--- config.mk ---
export PLATFORM = sky130hd
export DESIGN_NAME = alu_shift_sequencer
export DESIGN_NICKNAME = d
export VERILOG_FILES = /design/src/rtl/alu_shift_sequencer.sv
export SDC_FILE = /design/constraint.sdc
export NUM_CORES = 1
export LEC_CHECK = 0
export ABC_AREA = 1
export BUFFER_PORTS_ARGS = -buffer_cell sky130_fd_sc_hd__buf_4
export CAP_MARGIN = 20
export CORE_MARGIN = 1
export CORE_UTILIZATION = 47
export CTS_CLUSTER_DIAMETER = 40
export DETAILED_ROUTE_END_ITERATION = 7
export GPL_ROUTABILITY_DRIVEN = 0
export GPL_TIMING_DRIVEN = 0
export MAX_ROUTING_LAYER = met4
export PLACE_DENSITY = 0.92
export SYNTH_ARGS = -nofsm -noshare
export SYNTH_HDL_FRONTEND = slang
export SYNTH_SLANG_ARGS = --single-unit
--- constraint.sdc ---
create_clock -name clk -period 1.65 [get_ports clk]
set_clock_uncertainty 0.05 [all_clocks]
set_input_delay 0.33 -clock clk [delete_from_list [all_inputs] [get_ports clk]]
set_output_delay 0.33 -clock clk [all_outputs]
set_load 0.02 [all_outputs]
--- src/rtl/alu_shift_sequencer.sv ---
// Iterative shift/rotate sequencer: drives the shared ALU with one 1-bit step per
// clock, keeping the working operand, flags and remaining count between steps.
module alu_shift_sequencer #(
  parameter int MAX_COUNT_BITS  = 5,
  parameter int MC_ALUOP_T_BITS = 4
) (
  input  logic                       clk,
  input  logic                       reset_n,
  input  logic                       start,
  input  logic                       abort,
  input  logic [2:0]                 shift_kind,
  input  logic                       is_8_bit,
  input  logic [15:0]                operand,
  input  logic [MAX_COUNT_BITS-1:0]  count,
  input  logic [15:0]                flags_in,
  output logic                       busy,
  output logic                       done,
  output logic [15:0]                result,
  output logic [15:0]                flags_result,
  output logic [15:0]                alu_a,
  output logic [15:0]                alu_b,
  output logic [MC_ALUOP_T_BITS-1:0] alu_op,
  output logic                       alu_is_8_bit,
  output logic [15:0]                alu_flags_in,
  input  logic [15:0]                alu_out,
  input  logic [15:0]                alu_flags_out
);

  localparam logic [MC_ALUOP_T_BITS-1:0] ALUOP_SELA = MC_ALUOP_T_BITS'(0);
  localparam logic [MC_ALUOP_T_BITS-1:0] ALUOP_ROL  = MC_ALUOP_T_BITS'(1);
  localparam logic [MC_ALUOP_T_BITS-1:0] ALUOP_ROR  = MC_ALUOP_T_BITS'(2);
  localparam logic [MC_ALUOP_T_BITS-1:0] ALUOP_RCL  = MC_ALUOP_T_BITS'(3);
  localparam logic [MC_ALUOP_T_BITS-1:0] ALUOP_RCR  = MC_ALUOP_T_BITS'(4);
  localparam logic [MC_ALUOP_T_BITS-1:0] ALUOP_SHL  = MC_ALUOP_T_BITS'(5);
  localparam logic [MC_ALUOP_T_BITS-1:0] ALUOP_SHR  = MC_ALUOP_T_BITS'(6);
  localparam logic [MC_ALUOP_T_BITS-1:0] ALUOP_SAR  = MC_ALUOP_T_BITS'(7);
  localparam logic [MAX_COUNT_BITS-1:0]  COUNT_ZERO = '0;
  localparam logic [MAX_COUNT_BITS-1:0]  COUNT_ONE  = MAX_COUNT_BITS'(1);

  typedef enum logic [1:0] {IDLE, RUN, DONE} state_t;

  state_t                      state_q, state_d;
  logic [15:0]                 work_val_q, work_val_d;
  logic [15:0]                 work_flags_q, work_flags_d;
  logic [MAX_COUNT_BITS-1:0]   remaining_q, remaining_d;
  logic [2:0]                  kind_q, kind_d;
  logic                        is_8_bit_q, is_8_bit_d;
  logic [15:0]                 result_q, result_d;
  logic [15:0]                 flags_result_q, flags_result_d;

  always_ff @(posedge clk or negedge reset_n) begin
    if (!reset_n) begin
      state_q        <= IDLE;
      work_val_q     <= '0;
      work_flags_q   <= '0;
      remaining_q    <= '0;
      kind_q         <= '0;
      is_8_bit_q     <= 1'b0;
      result_q       <= '0;
      flags_result_q <= '0;
    end else begin
      state_q        <= state_d;
      work_val_q     <= work_val_d;
      work_flags_q   <= work_flags_d;
      remaining_q    <= remaining_d;
      kind_q         <= kind_d;
      is_8_bit_q     <= is_8_bit_d;
      result_q       <= result_d;
      flags_result_q <= flags_result_d;
    end
  end

  // Abort has priority over both a new start and the final step.
  always_comb begin
    state_d = state_q;
    case (state_q)
      IDLE: if (start && !abort) state_d = (count == COUNT_ZERO) ? DONE : RUN;
      RUN: begin
        if (abort)                         state_d = IDLE;
        else if (remaining_q == COUNT_ONE) state_d = DONE;
      end
      DONE:    state_d = IDLE;
      default: state_d = IDLE;
    endcase
  end

  // Results are loaded on entry to DONE; a zero count bypasses the ALU entirely.
  always_comb begin
    work_val_d     = work_val_q;
    work_flags_d   = work_flags_q;
    remaining_d    = remaining_q;
    kind_d         = kind_q;
    is_8_bit_d     = is_8_bit_q;
    result_d       = result_q;
    flags_result_d = flags_result_q;
    if (state_q == IDLE && start && !abort) begin
      work_val_d   = operand;
      work_flags_d = flags_in;
      remaining_d  = count;
      kind_d       = shift_kind;
      is_8_bit_d   = is_8_bit;
      if (count == COUNT_ZERO) begin
        result_d       = operand;
        flags_result_d = flags_in;
      end
    end else if (state_q == RUN && !abort) begin
      work_val_d   = alu_out;
      work_flags_d = alu_flags_out;
      remaining_d  = remaining_q - COUNT_ONE;
      if (remaining_q == COUNT_ONE) begin
        result_d       = alu_out;
        flags_result_d = alu_flags_out;
      end
    end
  end

  always_comb begin
    busy         = (state_q != IDLE);
    done         = (state_q == DONE) && !abort;
    result       = result_q;
    flags_result = flags_result_q;
    alu_a        = work_val_q;
    alu_flags_in = work_flags_q;
    alu_is_8_bit = is_8_bit_q;
    alu_b        = (state_q == RUN) ? 16'h0001 : 16'h0000;
    alu_op       = ALUOP_SELA;
    if (state_q == RUN) begin
      case (kind_q)
        3'd0:    alu_op = ALUOP_ROL;
        3'd1:    alu_op = ALUOP_ROR;
        3'd2:    alu_op = ALUOP_RCL;
        3'd3:    alu_op = ALUOP_RCR;
        3'd5:    alu_op = ALUOP_SHR;
        3'd6:    alu_op = ALUOP_SAR;
        default: alu_op = ALUOP_SHL;
      endcase
    end
  end

endmodule
==> results.md <==
- TNS Setup: 0 ps
- CP endpoint: alu_op[1]
- Leakage: 3.07 nW
- Clock Sinks: 75
- Worst slew margin: 38.4%
- GRT Overall Usage: 27.3%
- Top FF cell, synth: dfrtp_1
- Layout cells sized above 1: 34.6%
- Largest net degree at the start of global routing: 76
- Setup slack, reg-to-reg: 60 ps
- Via count: 3807
- # setup viols final: 0
- Multi-input gate area: 1630 sq um
- Initial Utilization: 48.2%
- Power per Cell Area: 1730 nW/um^2
- Hold-fix buffers, CTS: 0
- Final wirelength: 10.6 mm
- Cell accounting for the most synthesized area: dfrtp_1
- Cts bufs inserted: 9
- Area share of the largest cell type after synthesis: 50.7%
- Root Buffer: clkbuf_8
- Longest Clk Path Bufs: 2
- Area Overhead vs Synth: 45.1%
- Simple-gate portion of the synthesized area: 38.5%
- Arrival @ worst endpoint: 1270 ps
- Largest family of logic cells by synthesized area: simple AND/OR/NAND/NOR gates
- Yosys reg bits: 75
- Vias per cell: 4.91
- Maxcap violations: 0
- Crit path capture type: output pin
- Core Util, Final: 69.9%
- Final hold vios: 0
- Register area: 1880 sq um
- Total core area: 7690 sq um
- DIE AREA: 8240 sq um
- Reg2Reg Depth: 9
- Drt initial violations: 202
- DR WL/cell: 13.7 um
- Clock Pin Slew Worst Setup and Hold Paths: 70 ps
- Dpl cells: 751
- Site row count: 32
- Post-synthesis adder-cell area fraction: 0.675%
- Compound-Gate Fraction of Synth Area: 1.38%
- Filler instances: 619
- Synth cell types: 25
- Origin of the critical flop-to-flop path: state_q[1]$_DFFE_PN0P_
- Mapped Area: 3700 sq um
- Critical path launch point type: flip-flop
- Vias in the first global route: 3691
- Share of the clock period used by the worst path: 99.7%
- Grt total ovfl: 0
- # IOs: 164
- Period minus WS final: 1650 ps
- Crit-path max FO: 4
- Fmax: 608 MHz
- Non-filler cells, final: 775
- Multiplexer share of the synthesized area: 0%
- Register area share after synthesis: 50.7%
- DP HPWL: 8.08 mm
- First-pass GRT wire length: 17.3 mm
- Mapped Cells: 487
- Largest cells by area after synthesis: dfrtp_1, nand2_1, nand3_1
- Pre-antenna DRT Iters: 4
- Post-Synth XOR/XNOR Area: 0.236%
- Worst skew pair latency: 320 ps
- Antenna violations before repair: 0
- Synth Warn #: 0
- Die Ht: 90.8 um
- Reg2reg end: result[5]$_DFFE_PN0P_
- Number of port buffers: 147
- Post-synth EDFFs: 0
- Worst EP required: 1270 ps
- Nets: 747
- Fin. max-slew vios: 0
- CTS H-tree depth: 3
- Worst Hold Class: input pin to async pin
- Maximum VDD drop: 0.840 mV
- Ant. Diodes: 0
- RSZ-0062 raised after global routing: true
- CTS tree: built
- DRC viols: 0
- Antenna viol nets, final: 0
- Die width: 90.8 um
- Async SR Flop Fraction: 100%
- Status: finished, final reports clean
- Mapped Avg Cell Area: 7.61 sq um
- Worst Setup SP: state_q[1]$_DFFE_PN0P_
- Crit Path Class: flip-flop to output pin
- Worst-margin pin slew: 923 ps
==> cell usage in the layout (no fill, tap or decap), types with 2 or more instances in the layout <==
| master | netlist | final |
|---|---|---|
| a21oi_1 | 3 | 3 |
| nand2_1 | 260 | 256 |
| clkbuf_4 | 0 | 2 |
| nand2_4 | 1 | 4 |
| nand3_1 | 69 | 68 |
| buf_6 | 1 | 6 |
| clkbuf_1 | 4 | 3 |
| inv_1 | 9 | 6 |
| o211ai_1 | 3 | 3 |
| conb_1 | 1 | 16 |
| bufinv_16 | 0 | 2 |
| buf_4 | 23 | 173 |
| inv_2 | 4 | 7 |
| nor2_1 | 6 | 5 |
| ha_1 | 2 | 2 |
| nand2_2 | 3 | 4 |
| buf_2 | 13 | 12 |
| nor2_2 | 2 | 2 |
| dfrtp_1 | 75 | 74 |
| nor2_4 | 1 | 2 |
| clkbuf_8 | 0 | 11 |
==> kinds of logic after synthesis <==
group / Yosys count
compound gates: 8
other cells: 1
fa+ha+maj: 2
xor+xnor: 1
buf+inv: 54
flops: 75
simple gates: 346
==> power by group <==
part / internal [mW] / switching [mW]
clock network: 0.933 / 0.641
logic: 1.83 / 2.62
registers: 2.69 / 0.563
total: 5.45 / 3.82
==> per-stage QoR <==
step / hold slack (ps) / cell area, sq um / setup slack, ps / power (mW)
after detailed placement: 413 / 4990 / -158 / 7.57
final: 91.8 / 5370 / 4.70 / 9.27
after global routing: 145 / 5370 / -51.6 / 9.83
after global placement: 407 / 4990 / -139 / 7.39
after CTS: 122 / 5290 / -48.4 / 9.23
after floorplan: -15.6 / 3760 / 69.5 / 5.61
==> flip-flops by register name (all words and copies together) (netlist names) <==
register      count
flags_result     16
remaining_q       5
result           16
alu_is_8_bit      1
state_q           2
alu_a            16
kind_q            3
alu_flags_in     16
==> cells in the mapped netlist, types with 2 or more instances <==
library cell  instances
a21oi_1               3
nor2_1                6
buf_4                23
inv_2                 4
nand2_1             260
nand3_1              69
inv_1                 9
nor2_2                2
nand2_2               3
clkbuf_1              4
buf_2                13
ha_1                  2
o211ai_1              3
dfrtp_1              75
==> worst max-delay path: stages (launching register included) <==
cell	delay, ps
dfrtp_1	400
inv_2	100
nand2_4	60
inv_2	60
o21ai_2	50
a21oi_1	120
buf_4	150
==> worst min-delay path by stage <==
| stage | to | slack [ps] | depth (start not counted) |
|---|---|---|---|
| 2_1_floorplan | alu_a[0]$_DFFE_PN0P_ | -20 | 0 |
| 3_3_place_gp | flags_result[2]$_DFFE_PN0P_ | 410 | 2 |
| 3_5_place_dp | flags_result[9]$_DFFE_PN0P_ | 410 | 2 |
| 4_1_cts | alu_a[1]$_DFFE_PN0P_ | 120 | 1 |
| 5_1_grt | alu_a[6]$_DFFE_PN0P_ | 150 | 1 |
| 6_report | alu_a[6]$_DFFE_PN0P_ | 90 | 1 |
==> layer usage <==
| layer | share of wire, % | track usage [%] | vias to the layer above | wire length (um) |
|---|---|---|---|---|
| li1 | - | - | 1855 | - |
| met1 | 43 | 34.2 | 1794 | 4520 |
| met2 | 50 | 44.6 | 144 | 5280 |
| met3 | 6.2 | 4.21 | 14 | 658 |
| met4 | 1.5 | 10.7 | 0 | 164 |
| met5 | 0 | - | - | 0 |
==> layout make-up <==
type | count | area share, %
tap | 102 | 2.37
clock inverter | 4 | 1.35
clock buffer | 12 | 2.89
buffer | 41 | 5.59
timing repair buffer | 155 | 21.7
inverter | 13 | 0.908
multi-input combinational | 373 | 30.3
sequential | 75 | 34.9
==> repair_timing <==
action,in CTS,in global routing
endpoints found under the setup margin,58,65
pin swaps,2,2
setup buffers,4,4
gates resized for setup,13,21
(Power assumes the default switching activity.)
